**src/rtl/cpu_types_pkg.sv**
```systemverilog
// Shared CPU datapath types: word/register widths, ALU opcodes,
// forwarding selections and the latched EX-stage record.
package cpu_types_pkg;

    localparam int WORD_W = 32;
    localparam int REG_W  = 5;

    typedef logic [WORD_W-1:0] word_t;
    typedef logic [REG_W-1:0]  regbits_t;

    typedef enum logic [3:0] {
        ALU_SLL  = 4'd0,
        ALU_SRL  = 4'd1,
        ALU_ADD  = 4'd2,
        ALU_SUB  = 4'd3,
        ALU_AND  = 4'd4,
        ALU_OR   = 4'd5,
        ALU_XOR  = 4'd6,
        ALU_NOR  = 4'd7,
        ALU_SLT  = 4'd8,
        ALU_SLTU = 4'd9
    } aluop_t;

    typedef enum logic [1:0] {
        FWD_NONE  = 2'd0,
        FWD_EXMEM = 2'd1,
        FWD_MEMWB = 2'd2
    } fwd_sel_t;

    // Everything captured from decode into the EX stage
    typedef struct packed {
        logic     valid;
        logic     regwen;
        regbits_t wsel;
        regbits_t rs;
        regbits_t rt;
        word_t    rdat1;
        word_t    rdat2;
        word_t    imm;
        logic     alusrc;
        aluop_t   aluop;
    } ex_stage_t;

    // Pick the operand value named by a forwarding selection
    function automatic word_t fwd_mux(fwd_sel_t sel, word_t latched,
                                      word_t exmem, word_t memwb);
        word_t val;
        case (sel)
            FWD_EXMEM: val = exmem;
            FWD_MEMWB: val = memwb;
            default:   val = latched;
        endcase
        return val;
    endfunction

endpackage

```
**src/rtl/forwarding_unit.sv**
```systemverilog
// Combinational forwarding selection for one source operand.
// EX/MEM (youngest) beats MEM/WB; register 0 is never forwarded.
module forwarding_unit
    import cpu_types_pkg::*;
#(
    parameter int FWD_EN = 1
) (
    input  logic     valid_i,
    input  regbits_t src_i,
    input  logic     exmem_regwen_i,
    input  regbits_t exmem_wsel_i,
    input  logic     memwb_regwen_i,
    input  regbits_t memwb_wsel_i,
    output fwd_sel_t sel_o
);

    // Priority match against the two in-flight producers
    always_comb begin
        sel_o = FWD_NONE;
        if (FWD_EN != 0 && valid_i && src_i != '0) begin
            if (exmem_regwen_i && exmem_wsel_i == src_i) begin
                sel_o = FWD_EXMEM;
            end else if (memwb_regwen_i && memwb_wsel_i == src_i) begin
                sel_o = FWD_MEMWB;
            end
        end
    end

endmodule

```
**src/rtl/ex_operand_latch.sv**
```systemverilog
// ID/EX pipeline register with operand forwarding: latches decode
// fields, then resolves ALU operands against EX/MEM and MEM/WB producers.
module ex_operand_latch
    import cpu_types_pkg::*;
#(
    parameter int FWD_EN = 1
) (
    input  logic     CLK,
    input  logic     RST,
    input  logic     enable,
    input  logic     flush,
    input  logic     id_valid,
    input  word_t    id_rdat1,
    input  word_t    id_rdat2,
    input  word_t    id_imm,
    input  logic     id_alusrc,
    input  aluop_t   id_aluop,
    input  regbits_t id_rs,
    input  regbits_t id_rt,
    input  regbits_t id_wsel,
    input  logic     id_regwen,
    input  logic     exmem_regwen,
    input  regbits_t exmem_wsel,
    input  word_t    exmem_result,
    input  logic     memwb_regwen,
    input  regbits_t memwb_wsel,
    input  word_t    memwb_wdat,
    output word_t    porta,
    output word_t    portb,
    output aluop_t   aluop,
    output word_t    ex_rdat2,
    output logic     ex_valid,
    output logic     ex_regwen,
    output regbits_t ex_wsel,
    output fwd_sel_t fwd_a,
    output fwd_sel_t fwd_b
);

    ex_stage_t stage_d, stage_q;
    word_t     rs_val, rt_val;

    // Next stage contents: flush beats enable, otherwise hold
    always_comb begin
        stage_d = stage_q;
        if (flush) begin
            stage_d = '0;
        end else if (enable) begin
            stage_d.valid  = id_valid;
            stage_d.regwen = id_regwen & id_valid;
            stage_d.wsel   = id_wsel;
            stage_d.rs     = id_rs;
            stage_d.rt     = id_rt;
            stage_d.rdat1  = id_rdat1;
            stage_d.rdat2  = id_rdat2;
            stage_d.imm    = id_imm;
            stage_d.alusrc = id_alusrc;
            stage_d.aluop  = id_aluop;
        end
    end

    // Stage register, asynchronously cleared
    always_ff @(posedge CLK or posedge RST) begin
        if (RST) begin
            stage_q <= '0;
        end else begin
            stage_q <= stage_d;
        end
    end

    forwarding_unit #(.FWD_EN(FWD_EN)) u_fwd_a (
        .valid_i        (stage_q.valid),
        .src_i          (stage_q.rs),
        .exmem_regwen_i (exmem_regwen),
        .exmem_wsel_i   (exmem_wsel),
        .memwb_regwen_i (memwb_regwen),
        .memwb_wsel_i   (memwb_wsel),
        .sel_o          (fwd_a)
    );

    forwarding_unit #(.FWD_EN(FWD_EN)) u_fwd_b (
        .valid_i        (stage_q.valid),
        .src_i          (stage_q.rt),
        .exmem_regwen_i (exmem_regwen),
        .exmem_wsel_i   (exmem_wsel),
        .memwb_regwen_i (memwb_regwen),
        .memwb_wsel_i   (memwb_wsel),
        .sel_o          (fwd_b)
    );

    // Operand resolution; forwarding re-evaluates every cycle, even while held
    always_comb begin
        rs_val    = fwd_mux(fwd_a, stage_q.rdat1, exmem_result, memwb_wdat);
        rt_val    = fwd_mux(fwd_b, stage_q.rdat2, exmem_result, memwb_wdat);
        porta     = rs_val;
        portb     = stage_q.alusrc ? stage_q.imm : rt_val;
        ex_rdat2  = rt_val;
        aluop     = stage_q.aluop;
        ex_valid  = stage_q.valid;
        ex_regwen = stage_q.regwen;
        ex_wsel   = stage_q.wsel;
    end

endmodule

```
**config.mk**
```make
export PLATFORM = sky130hd
export DESIGN_NAME = ex_operand_latch
export DESIGN_NICKNAME = d
export VERILOG_FILES = /design/src/rtl/cpu_types_pkg.sv /design/src/rtl/forwarding_unit.sv /design/src/rtl/ex_operand_latch.sv
export SDC_FILE = /design/constraint.sdc
export NUM_CORES = 1
export LEC_CHECK = 0
export ABC_AREA = 1
export CAP_MARGIN = 25
export CORE_MARGIN = 2
export CORE_UTILIZATION = 38
export DETAILED_ROUTE_END_ITERATION = 10
export GPL_ROUTABILITY_DRIVEN = 0
export GPL_TIMING_DRIVEN = 0
export PLACE_DENSITY = 0.77
export RECOVER_POWER = 50
export SYNTH_ARGS = -nofsm -noshare
export SYNTH_HDL_FRONTEND = slang
export SYNTH_SLANG_ARGS = --single-unit
```
**constraint.sdc**
```tcl
create_clock -name CLK -period 3.9 [get_ports CLK]
set_clock_uncertainty 0.15 [all_clocks]
set_input_delay 0.585 -clock CLK [delete_from_list [all_inputs] [get_ports CLK]]
set_output_delay 0.585 -clock CLK [all_outputs]
set_load 0.01 [all_outputs]
```
==> impl_metrics.py, run 1 <==
metrics = {
    "floorplan": {
        "pin_count": 309,
        "initial_core_util": 0.391,
        "row_count": 48,
        "design.die.area_sq_um": 19000,
        "die_h_microns": 138,
        "fp.coreArea_sq_um": 17400,
        "die_w_microns": 138,
    },
    "clock_tree": {
        "clk_latency_ps": 420,
        "root_buffer": "clkbuf_16",
        "cts-htree-levels": 4,
        "cts_tree": "yes",
        "numCtsBuffers": 17,
        "clk_pin_slew_ps": 60,
        "cts_sinks": 118,
        "clock_path_buffers": 2,
    },
    "timing": {
        "period_share": 0.970,
        "rsz0062_at_grt": "true",
        "fin_tns_setup_ps": 0,
        "slew_viol_final": 56,
        "period_needed_ps": 3780,
        "worst_pin_slew_ps": 2250,
        "maxSlewHeadroom": -0.502,
        "hold_viol_final": 0,
        "fin_ws_ps": 116,
        "fmax_mhz": 264,
        "final-setup-viol-count": 0,
        "whs_ps": 362,
    },
    "synth": {
        "synthesis.nets": 1149,
        "synth_top_flop_cell": "dfrtp_1",
        "synth-seq-cells": 118,
        "synth-edff-count": 0,
        "ys_seq_area_frac": 0.434,
        "ys_warn_count": 0,
        "yosys.area.top_type": "dfrtp_1",
        "avgSynthCellArea_sq_um": 7.19,
        "synth_area_sq_um": 6810,
        "synthCells": 947,
        "synth_top_area_share": 0.434,
        "ys_async_sr_fraction": 1.00,
        "synth.area.top_cells": "dfrtp_1 43%, nand2_1 17%, inv_1 5.1%",
        "yosysUniqueCellTypes": 22,
    },
    "setup_path": {
        "cp-end-kind": "output port",
        "cp_max_fo": 10,
        "crit_type": "input port to output port",
        "start_kind": "input port",
        "cp_data_required_time_ps": 3160,
        "cp_data_arrival_time_ps": 3050,
    },
    "placed_design": {
        "dp.cells": 1481,
        "placed_cell_area_sq_um": 10200,
        "dp_hpwl_microns": 20800,
        "pre_cts_ws_ps": -492,
        "io_buffers": 308,
    },
    "power_and_ir_drop": {
        "p_leak_nw": 5.25,
        "vdd_drop_max_mv": 0.303,
        "p_total_mw": 3.69,
        "power_density_nw_per_um2": 342,
    },
    "route": {
        "routedWlPerCell_microns": 18.4,
        "viasPerCell": 5.12,
        "ant_nets": 0,
        "first_pass_iters": 5,
        "num_vias": 7763,
        "remaining_drc_errors": 0,
        "drt-initial-drc-count": 572,
        "routed_wl_microns": 28000,
    },
    "cells_and_area": {
        "syn_to_final_growth_pct": 58.2,
        "final_cells": 1517,
        "nets": 1482,
        "n_antenna_cell": 0,
        "final_cell_area_sq_um": 10800,
        "layout-drive-gt1-share": 0.119,
        "final_core_utilization": 0.618,
    },
    "run_status": {
        "outcome": "complete, but fails checks",
        "violations": "max-capacitance violations, max-slew violations",
    },
    "min_path": {
        "worst_hold_path_type": "flop to flop",
    },
    "global_route": {
        "grt_pass1_vias": 7744,
        "antenna_found_initial": 0,
        "track_usage": 0.293,
        "gr-total-overflow": 0,
        "grt_max_degree": 64,
        "grt_pass1_wl_microns": 42000,
    },
    "run": {
        "drv_cap": 1,
    },
}
## logic make-up (layout without fill, tap and decap cells)
group	count (synthesis)	after routing	synth area share
flops	118	118	0.434
xor+xnor	1	1	0.00129
fa+ha+maj	4	4	0.00735
buf+inv	166	511	0.112
compound gates	236	236	0.202
simple gates	422	422	0.244
## cells in the final DEF (no fill, tap or decap), types with 2 or more instances in the layout
cell type        Yosys  final
a21oi_1             66     65
a21oi_2             30     31
a22oi_1             32     31
buf_1                6      5
buf_2               30     10
buf_4               13     21
buf_6                7     15
bufinv_16            0      4
clkbuf_1            14     22
clkbuf_16            0     17
clkbuf_2             0     32
clkbuf_4             0      2
clkbuf_8             0      2
clkdlybuf4s15_1      0      2
clkdlybuf4s50_1      0    209
clkinvlp_4           0      3
dfrtp_1            118    118
dlygate4sd2_1        0     58
dlygate4sd3_1        0      2
dlymetal6s2s_1       0      8
ha_2                 0      4
inv_1               93     94
nand2_1            315    315
nand3_1             49     48
nand4_1              2      2
nor2_1              55     50
nor2_2               0      4
nor2_4               1      2
o21ai_0             57     65
o21ai_1             50     42
## final timing paths
| check | start | to | slack (ps) | cells after the start |
|---|---|---|---|---|
| worst min-delay path | stage_q[35] | stage_q[35] | 360 | 2 |
| worst min register to register | stage_q[35] | stage_q[35] | 360 | 2 |
| max in group asynchronous | RST | stage_q[89] | 1040 | 2 |
| worst max register to register | stage_q[4] | stage_q[4] | 2870 | 3 |
| worst max-delay path | exmem_wsel[3] | ex_rdat2[1] | 120 | 15 |
| min in group asynchronous | RST | stage_q[107] | 1230 | 2 |
## flip-flops by register name, indices dropped and copies added, names as in the netlist
register and count:
aluop 4, stage_q 107, ex_wsel 5, ex_regwen 1
ex_valid 1
## Yosys cell counts, types with 14 or more instances
| cell | instances |
|---|---|
| o21ai_1 | 50 |
| a21oi_1 | 66 |
| a22oi_1 | 32 |
| buf_2 | 30 |
| dfrtp_1 | 118 |
| clkbuf_1 | 14 |
| nand3_1 | 49 |
| o21ai_0 | 57 |
| nand2_1 | 315 |
| inv_1 | 93 |
| a21oi_2 | 30 |
| nor2_1 | 55 |
## per-layer routing
metal / up-vias / part of all wire / track usage
met1: 3613 / 0.40 / 0.372
li1: 3696 / - / -
met3: 63 / 0.094 / 0.0784
met2: 391 / 0.47 / 0.471
met5: - / 0 / 0
met4: 0 / 0.034 / 0.122
## final cells by class
type	count	area, sq um
Timing Repair Buffer	314	2950
Sequential cell	118	2950
Multi-Input combinational cell	663	3130
Clock buffer	23	468
Clock inverter	8	148
Tap cell	225	282
Buffer	70	470
Inverter	96	363
Fill cell	1609	6650
## power breakdown
part	switching [mW]	leakage [nW]	internal [mW]
Clock	0.568	0.289	1.10
Combinational	0.345	3.39	0.348
Sequential	0.0328	1.57	1.29
Total	0.946	5.25	2.74
## critical path, cell delays in order
cell and delay [ps]:
clkdlybuf4s50_1 510, inv_1 90, nand2_1 70, nand2_1 50, nor2_1 110, nand3_2 140
nand2_1 130, nor2_4 60, ha_2 310, buf_6 140, buf_6 150, a21oi_1 70
a21oi_2 220, buf_4 150, dlygate4sd2_1 260
## what timing repair did
| item | in CTS | in global routing |
|---|---|---|
| hold buffers | 0 | 0 |
| setup buffers | 3 | 2 |
| gates resized for setup | 124 | 98 |
| pin swaps | 4 | 3 |
| endpoints found under the setup margin | 96 | 60 |
Power figures use the tool's default switching activity.
==> run 2: changes to the inputs <==
--- a/config.mk
+++ b/config.mk
@@ -7,7 +7,8 @@
 export LEC_CHECK = 0
 export ABC_AREA = 1
 export CAP_MARGIN = 25
-export CORE_MARGIN = 2
+export CORE_ASPECT_RATIO = 0.7
+export CORE_MARGIN = 3
 export CORE_UTILIZATION = 38
 export DETAILED_ROUTE_END_ITERATION = 10
 export GPL_ROUTABILITY_DRIVEN = 0
==> impl_metrics.py, run 2 (same netlist as run 1, synthesis figures left out) <==
metrics = {
    "cells_and_area": {
        "layout_commonest_cell": "nand2_1",
        "final_cell_mix": "315 x nand2_1, 206 x clkdlybuf4s50_1, 118 x dfrtp_1",
        "final_cells": 1525,
        "nets": 1484,
        "top_register": "stage_q",
        "layout-drive-gt1-share": 0.117,
        "final_core_utilization": 0.631,
        "largest_register_ffs": 107,
        "syn_to_final_growth_pct": 60.9,
    },
    "setup_path": {
        "cp_data_arrival_time_ps": 3070,
        "rrSetupSlack_ps": 2850,
        "timing.rr.end": "stage_q[4]",
        "reg2regPathDepth": 3,
        "cp-end-kind": "output port",
        "start_kind": "input port",
        "cp_data_required_time_ps": 3160,
        "rr_startpoint": "stage_q[4]",
        "cp_max_fo": 10,
        "crit_type": "input port to output port",
    },
    "run_status": {
        "violations": "max-capacitance violations, max-slew violations",
        "outcome": "complete, but fails checks",
    },
    "power_and_ir_drop": {
        "power_density_nw_per_um2": 334,
        "internal_power_mw": 2.68,
        "p_leak_nw": 5.55,
        "pwr-share-seq": 0.363,
        "vdd_drop_max_mv": 0.280,
        "swShare": 0.266,
        "clock_power_share": 0.442,
        "p_sw_mw": 0.971,
        "p_comb_frac": 0.195,
    },
    "route": {
        "routedWlPerCell_microns": 19.0,
        "routed_wl_microns": 28900,
        "viasPerCell": 5.25,
        "drt-initial-drc-count": 736,
        "num_vias": 8003,
        "remaining_drc_errors": 0,
        "first_pass_iters": 5,
        "ant_nets": 0,
    },
    "global_route": {
        "grt_pass1_vias": 7961,
        "track_usage": 0.287,
        "antenna_found_initial": 1,
        "grt_pass1_wl_microns": 44200,
        "grt_max_degree": 62,
        "gr-total-overflow": 0,
    },
    "floorplan": {
        "pin_count": 309,
        "design.die.area_sq_um": 19600,
        "fp.coreArea_sq_um": 17400,
        "die_h_microns": 118,
        "initial_core_util": 0.392,
        "die_w_microns": 166,
        "row_count": 40,
    },
    "run": {
        "drv_cap": 1,
    },
    "timing": {
        "maxSlewHeadroom": -0.604,
        "slew_viol_final": 58,
        "hold_viol_final": 0,
        "period_share": 0.975,
        "period_needed_ps": 3800,
        "final-setup-viol-count": 0,
        "fmax_mhz": 263,
        "worst_pin_slew_ps": 2410,
    },
    "min_path": {
        "hold_start": "ex_wsel[4]",
        "worst_hold_path_type": "flop to flop",
        "hold_depth": 2,
        "holdPathEnd": "ex_wsel[4]",
    },
    "clock_tree": {
        "root_buffer": "clkbuf_16",
        "cts_tree": "yes",
        "clk_latency_ps": 420,
        "clock_path_buffers": 2,
        "numCtsBuffers": 17,
        "cts-htree-levels": 4,
        "clk_pin_slew_ps": 60,
        "cts_sinks": 118,
        "hold_buffers": 0,
    },
    "placed_design": {
        "dp.cells": 1487,
        "io_buffers": 308,
        "dp_hpwl_microns": 21600,
    },
}
[run 2: cell count changes in the layout (fill, tap and decap cells not counted), moves of 5 or more]
cell,delta
dlymetal6s2s_1,+23
clkbuf_2,-14
dlygate4sd2_1,-13
o21ai_1,-6
buf_4,+5
o21ai_0,+5
[run 2: power by group through the flow]
stage / clock network (mW) / logic [mW] / registers [mW]
4_1_cts: 1.62 / 0.719 / 1.33
2_1_floorplan: 0 / 0.288 / 1.34
6_report: 1.62 / 0.711 / 1.33
5_1_grt: 1.67 / 0.774 / 1.33
3_5_place_dp: 0 / 0.745 / 1.34
3_3_place_gp: 0 / 0.734 / 1.34
[run 2: critical path: stages]
cell and delay [ps]:
clkdlybuf4s50_1 510, inv_1 80, nand2_1 70, nand2_1 60
nor2_2 100, nand3_2 120, nor2_2 140, inv_1 60
ha_2 270, buf_6 140, inv_4 110, buf_8 150
nor2_1 60, a21oi_2 190, nand2_1 100, o21ai_2 100
clkdlybuf4s15_2 240
[run 2: metrics by stage]
step | area (sq um) | total power, mW | hold WS [ps] | setup TNS, ps | worst slack (ps)
finish | 11000 | 3.65 | 368 | 0 | 99.2
global route | 11000 | 3.77 | 385 | -7.36 | -7.36
CTS | 10900 | 3.66 | 366 | -18.6 | -9.15
detailed placement | 10200 | 2.09 | 345 | -33230 | -617
global placement | 10200 | 2.08 | 346 | -250030 | -1870
floorplan | 6810 | 1.62 | 329 | 0 | 35.9
[run 2: final cells by class]
class	instances	area [sq um]
antenna	1	2.50
buffer	69	479
clock buffer	22	464
clock inverter	8	125
fill	1558	6420
inverter	96	363
multi-input combinational	663	3170
sequential	118	2950
tap	231	289
timing repair buffer	317	3110
[run 2: how the worst max path moves through the flow]
| stage | startpoint | depth (start not counted) | slack [ps] | to |
|---|---|---|---|---|
| after CTS | memwb_wsel[0] | 16 | -9 | portb[1] |
| final | exmem_wsel[3] | 17 | 100 | portb[1] |
| after floorplan | RST | 1 | 40 | aluop[0] |
| after global placement | RST | 2 | -1870 | stage_q[85] |
| after detailed placement | exmem_wsel[2] | 13 | -620 | porta[26] |
| after global routing | exmem_wsel[1] | 17 | -7 | portb[1] |
[run 2: what timing repair did]
action	4_1_cts	5_1_grt
hold endpoints to repair	0	0
setup buffers	5	3
gates cloned	0	0
pin swaps	4	3
endpoints found under the setup margin	96	62
resized for setup	115	98
[run 2: routing by layer]
metal / routed length (microns) / GRT usage
met1: 12600 / 0.394
met2: 13300 / 0.456
met3: 2630 / 0.0782
met4: 419 / 0.0634
met5: 0 / 0
==> run 3: changes to the inputs <==
--- a/config.mk
+++ b/config.mk
@@ -10,6 +10,7 @@
 export CORE_ASPECT_RATIO = 0.7
 export CORE_MARGIN = 3
 export CORE_UTILIZATION = 38
+export CTS_CLUSTER_DIAMETER = 60
 export DETAILED_ROUTE_END_ITERATION = 10
 export GPL_ROUTABILITY_DRIVEN = 0
 export GPL_TIMING_DRIVEN = 0
==> results of run 3 <==
Final layout, timing and power as in run 2 (identical DEF).
